**config.mk**
```make
export PLATFORM = sky130hd
export DESIGN_NAME = width_conv_fifo
export DESIGN_NICKNAME = d
export VERILOG_FILES = /design/src/rtl/width_conv_fifo.sv
export SDC_FILE = /design/constraint.sdc
export NUM_CORES = 1
export LEC_CHECK = 0
export ABC_CLOCK_PERIOD_IN_PS = 6930
export BUFFER_PORTS_ARGS = -buffer_cell sky130_fd_sc_hd__buf_2
export CAP_MARGIN = 20
export CORE_MARGIN = 3
export CORE_UTILIZATION = 40
export DETAILED_ROUTE_END_ITERATION = 8
export SETUP_SLACK_MARGIN = 0.2
export SLEW_MARGIN = 20
export SYNTH_ARGS = -nofsm -noshare
export SYNTH_HDL_FRONTEND = slang
export SYNTH_SLANG_ARGS = --single-unit
```
**constraint.sdc**
```tcl
create_clock -name clk -period 6.93 [get_ports clk]
set_input_delay 1.0395 -clock clk [delete_from_list [all_inputs] [get_ports clk]]
set_output_delay 1.0395 -clock clk [all_outputs]
set_load 0.02 [all_outputs]
```
**src/rtl/width_conv_fifo.sv**
```systemverilog
`default_nettype none
// ============================================================================
// Module      : width_conv_fifo
// Description : Circular FIFO that accepts RATIO*OUT_W-bit beats and returns
//               OUT_W-bit words one at a time. It supports concurrent read and
//               write, reports occupancy and almost-full, selects lane order
//               and clears synchronously on flush. The head word falls
//               through to the output.
// Revision    : 1.0 - initial release
// ============================================================================
module width_conv_fifo #(
    parameter int OUT_W     = 8,
    parameter int RATIO     = 2,
    parameter int DEPTH     = 32,
    parameter int AF_THRESH = 24,
    parameter int MSB_FIRST = 0
) (
    input  logic                     clk,
    input  logic                     rstn,
    input  logic                     flush,
    input  logic                     in_valid,
    output logic                     in_ready,
    input  logic [OUT_W*RATIO-1:0]   in_data,
    output logic                     out_valid,
    input  logic                     out_ready,
    output logic [OUT_W-1:0]         out_data,
    output logic [$clog2(DEPTH):0]   level,
    output logic                     almost_full
);

    localparam int c_AW = $clog2(DEPTH);
    localparam int c_LW = c_AW + 1;

    // Pointer step per beat and level limits, sized to their destinations
    localparam logic [c_AW-1:0] c_WR_STEP   = c_AW'(RATIO);
    localparam logic [c_LW-1:0] c_LVL_WR    = c_LW'(RATIO);
    localparam logic [c_LW-1:0] c_LVL_BOTH  = c_LW'(RATIO - 1);
    localparam logic [c_LW-1:0] c_LVL_SPACE = c_LW'(DEPTH - RATIO);
    localparam logic [c_LW-1:0] c_LVL_AF    = c_LW'(AF_THRESH);

    logic [OUT_W-1:0] r_mem [DEPTH];
    logic [c_AW-1:0]  r_wr_ptr;
    logic [c_AW-1:0]  r_rd_ptr;
    logic [c_LW-1:0]  r_level;

    logic             w_in_ready;
    logic             w_out_valid;
    logic             w_wr_fire;
    logic             w_rd_fire;
    logic [c_AW-1:0]  w_lane_addr [RATIO];

    // Handshake status depends only on the registered level, so there is
    // no combinational path from out_ready back to in_ready.
    assign w_in_ready  = (r_level <= c_LVL_SPACE);
    assign w_out_valid = (r_level != '0);
    assign w_wr_fire   = in_valid && w_in_ready;
    assign w_rd_fire   = w_out_valid && out_ready;

    assign in_ready    = w_in_ready;
    assign out_valid   = w_out_valid;
    assign out_data    = w_out_valid ? r_mem[r_rd_ptr] : '0;
    assign level       = r_level;
    assign almost_full = (r_level >= c_LVL_AF);

    // Destination address of each input lane; the pointer width makes the
    // addition wrap modulo DEPTH.
    for (genvar k = 0; k < RATIO; k++) begin : g_lane
        if (MSB_FIRST != 0) begin : g_msb_first
            assign w_lane_addr[k] = r_wr_ptr + c_AW'(RATIO - 1 - k);
        end else begin : g_lsb_first
            assign w_lane_addr[k] = r_wr_ptr + c_AW'(k);
        end
    end

    // Storage write: every lane of an accepted beat lands in one cycle;
    // a flush in the same cycle discards the beat.
    always_ff @(posedge clk) begin
        if (w_wr_fire && !flush) begin
            for (int k = 0; k < RATIO; k++) begin
                r_mem[w_lane_addr[k]] <= in_data[k*OUT_W +: OUT_W];
            end
        end
    end

    // Pointer and occupancy bookkeeping; flush overrides any handshake.
    always_ff @(posedge clk or negedge rstn) begin
        if (!rstn) begin
            r_wr_ptr <= '0;
            r_rd_ptr <= '0;
            r_level  <= '0;
        end else if (flush) begin
            r_wr_ptr <= '0;
            r_rd_ptr <= '0;
            r_level  <= '0;
        end else begin
            if (w_wr_fire) begin
                r_wr_ptr <= r_wr_ptr + c_WR_STEP;
            end
            if (w_rd_fire) begin
                r_rd_ptr <= r_rd_ptr + 1'b1;
            end
            case ({w_wr_fire, w_rd_fire})
                2'b10:   r_level <= r_level + c_LVL_WR;
                2'b01:   r_level <= r_level - 1'b1;
                2'b11:   r_level <= r_level + c_LVL_BOTH;
                default: r_level <= r_level;
            endcase
        end
    end

endmodule
`default_nettype wire

```
==> results.txt <==
Using the TritonRoute via totals, the vias-per-cell ratio works out to 5.69. Setup repair after global routing left no endpoint under its margin. Summing over every cut layer, the via total after detailed routing is 7103. In the routed design, unresolved DRC markers number 0.

The worst stage delay on the critical path came out at 1090 ps. The data required time at the worst endpoint was 5890 ps. The number of enable-type register cells in the synthesized netlist was 256; the first-pass GRT wire length was 47100 µm. On the critical path the largest part of the delay comes from flip-flops.

The most common library cell in the layout ignoring fill and taps is sky130_fd_sc_hd__edfxtp_1. The initial cell density of the core was 41.2%. The tightest min-delay check is of the in2async type. TritonCTS built the clock tree. Synthesis produced a netlist whose cell count is 901.

The dominant register cell in the synthesized netlist is sky130_fd_sc_hd__edfxtp_1. The number of gates resized after CTS was 0. Number of max-cap violations: 0. The setup-violating endpoint count in the final report was 0; the via count of the first global-routing pass was 7046.

The worst setup path is captured at an output pin. Counting every net in the synthesized netlist gives 931. The sequential area share after synthesis came out at 59.2%.

The root buffer cell is sky130_fd_sc_hd__clkbuf_16. The leftover overflow at the end of global routing is 0, and the total inserted antenna cells is 0. Of the cells placed in the final design, the portion with a size suffix greater than 1 is 38.3%. The initial antenna violation count came out at 0. The top fanout value on the critical path is 51. Counting the buffers created by CTS gives 28. Static timing analysis puts the maximum clock frequency at 211 MHz.

The net total in the final layout was 815. The register bit count reported by yosys works out to 271. The die is 190 µm wide. The routed wire length is 31200 µm. At the end of routability-driven placement, the weighted congestion stood at 0.801. For this design, the slowest cell found on the critical path is sky130_fd_sc_hd__dfrtp_4. Between clock sinks in the finished design, the worst skew comes to 15.4 ps. The area growth from synthesis to layout is 6.91%. The fill cell total of the finished layout is 2946, and the async set or reset register ratio after synthesis is 5.54%. The run finished with clean final reports. The count of H-tree levels built during CTS is 1, and the number of routed nets with antenna violations is 0. Post-route fraction of the period consumed by the critical path: 68.5%. The slew of the pin with the lowest slew margin was 1070 ps; the area of the mapped netlist was 0.0136 mm². The tools report the number of rows in the core area as 66. By startpoint and endpoint, the worst setup path is classified as reg2out.

For the final routed database, the setup TNS stands at 0 ps. The floorplan step defined a die boundary enclosing 0.0363 mm². The analysis attributes to cell leakage a power of 4.79 nW.

The post-layout minimum cycle time works out to 4750 ps. The tools report the final-report hold violation count as 0. For the number of max-slew violations in the final report, the log shows 0.

Once detailed placement completed, the half-perimeter wirelength came to 19200 µm. Across every metal layer, demand over resource in global routing totals 17.3%. The critical path contains buffers and inverters numbering 2 combined.

In the layout the commonest cells are 256 x sky130_fd_sc_hd__edfxtp_1, 121 x sky130_fd_sc_hd__mux2_2, 41 x sky130_fd_sc_hd__mux4_2, 37 x sky130_fd_sc_hd__buf_2, 29 x sky130_fd_sc_hd__clkbuf_16. The power density normalized to cell area is 316 mW/mm². The synthesis warning total was 0. In this run the post-CTS setup repair buffer count came out at 0. The count of clock tree sinks was 271. The tools report the startpoint type of the worst setup path as a register.

Entering global routing, the biggest net connects 52 pins. The core region is 0.0330 mm². During I/O placement, the number of pins put on the boundary was 38. The initial DRC count is 579, and the number of port buffers is 37. After clock tree synthesis, the clock-pin slew on the worst setup and hold paths is 60 ps. In this run the deepest clock path goes through 3 buffers. The logs give 0.000304 V for the maximum ir drop on the vdd rail and 28.3% for the max-slew headroom at the worst pin. The first detailed-routing pass took 5 iterations. For the utilization after layout, the log shows 44.1%. Average size of a mapped cell: 15.1 µm². In the final routed layout, each cell accounts on average for 25.0 µm.

The die span in y is 190 µm. The number of library cell types mapped by synthesis is 72, and the clock latency reported for the late side of the worst-skew pair is 530 ps. In this run, post-CTS hold repair placed 0 buffers. At the worst endpoint, the arrival time is 3710 ps. Walking the worst path, the cells encountered are buf_4 > mux4_1 > a22o_1 > o31ai_1 > a21oi_1 > buf_2.
report_power, final:
group	internal, mW	switching (mW)	leakage (nW)
combinational	0.509	0.629	1.86
sequential	1.84	0.166	2.50
clock	0.852	0.601	0.420
synth_stat cells, types with 6 or more instances:
cell type / instances / share of area (%)
sky130_fd_sc_hd__a22oi_1: 8 / 0.44
sky130_fd_sc_hd__edfxtp_1: 256 / 56
sky130_fd_sc_hd__mux2i_1: 22 / 1.6
sky130_fd_sc_hd__mux4_2: 41 / 6.8
sky130_fd_sc_hd__and3_1: 7 / 0.32
sky130_fd_sc_hd__mux4_1: 7 / 1.4
sky130_fd_sc_hd__nand3_1: 9 / 0.33
sky130_fd_sc_hd__a22o_1: 8 / 0.51
sky130_fd_sc_hd__buf_2: 9 / 0.33
sky130_fd_sc_hd__mux2_2: 121 / 10
sky130_fd_sc_hd__nor4_1: 6 / 0.28
sky130_fd_sc_hd__clkbuf_1: 171 / 4.7
sky130_fd_sc_hd__nand2_1: 17 / 0.47
sky130_fd_sc_hd__dfrtp_1: 15 / 2.8
sky130_fd_sc_hd__mux2_4: 17 / 1.9
sky130_fd_sc_hd__inv_1: 11 / 0.30
sky130_fd_sc_hd__buf_6: 7 / 0.58
sky130_fd_sc_hd__o221ai_1: 8 / 0.51
sky130_fd_sc_hd__nor2_1: 19 / 0.52
sky130_fd_sc_hd__ha_1: 8 / 0.74
sky130_fd_sc_hd__a211o_1: 6 / 0.39
sky130_fd_sc_hd__a21oi_1: 11 / 0.40
metrics by stage:
step	instances	hold slack (ps)	total power, mW	worst slack, ps	instance area [µm²]
CTS	1246	422	4.63	2100	14500
floorplan	901	650	2.89	3890	13600
finish	1248	421	4.60	2180	14600
global route	1248	430	4.78	1990	14600
global placement	1193	731	3.17	2670	13600
detailed placement	1195	745	3.18	2680	13600
cell families (layout without fill, tap and decap cells):
kind of cell,Yosys count,count (layout),synth area share [%]
buffers and inverters,212,117,6.82
XOR/XNOR,9,9,0.579
flip-flops,271,271,59.2
multiplexers,208,208,21.6
AND/OR/NAND/NOR,106,106,5.58
adder cells (fa/ha/maj),9,9,0.882
AO/OA/AOI/OAI,86,86,5.28
state kept, by name, indices dropped and copies added, names as in the netlist:
| signal | cells |
|---|---|
| level | 6 |
| r_mem | 256 |
| r_rd_ptr | 5 |
| r_wr_ptr | 4 |
cell type report:
cell class / instances / area [µm²] / area share, %
Tap cell: 442 / 553 / 3.80
Sequential cell: 271 / 8070 / 55.4
Timing Repair Buffer: 53 / 319 / 2.19
Clock inverter: 10 / 100 / 0.688
Multi-Input combinational cell: 418 / 4680 / 32.2
Inverter: 13 / 48.8 / 0.335
Clock buffer: 41 / 781 / 5.36
routing by layer:
layer	track usage [%]	wire length [µm]	up-vias
met5	0	0	-
met4	3.47	527	0
met3	1.91	1460	37
met2	26.7	14100	190
met1	26.7	15200	3736
li1	-	-	3140
path summary, 6_finish.rpt:
kind,start,to,slack (ps),cells past startpoint
max,r_rd_ptr[0],out_data[5],2180,6
min,rstn,level[0],420,1
max reg2reg,level[0],level[5],3620,8
min reg2reg,level[2],level[2],750,2
max in group asynchronous,rstn,r_rd_ptr[0],6210,1
min in group clk,level[2],level[2],750,2
No activity file was read; power rests on OpenSTA's default activity.
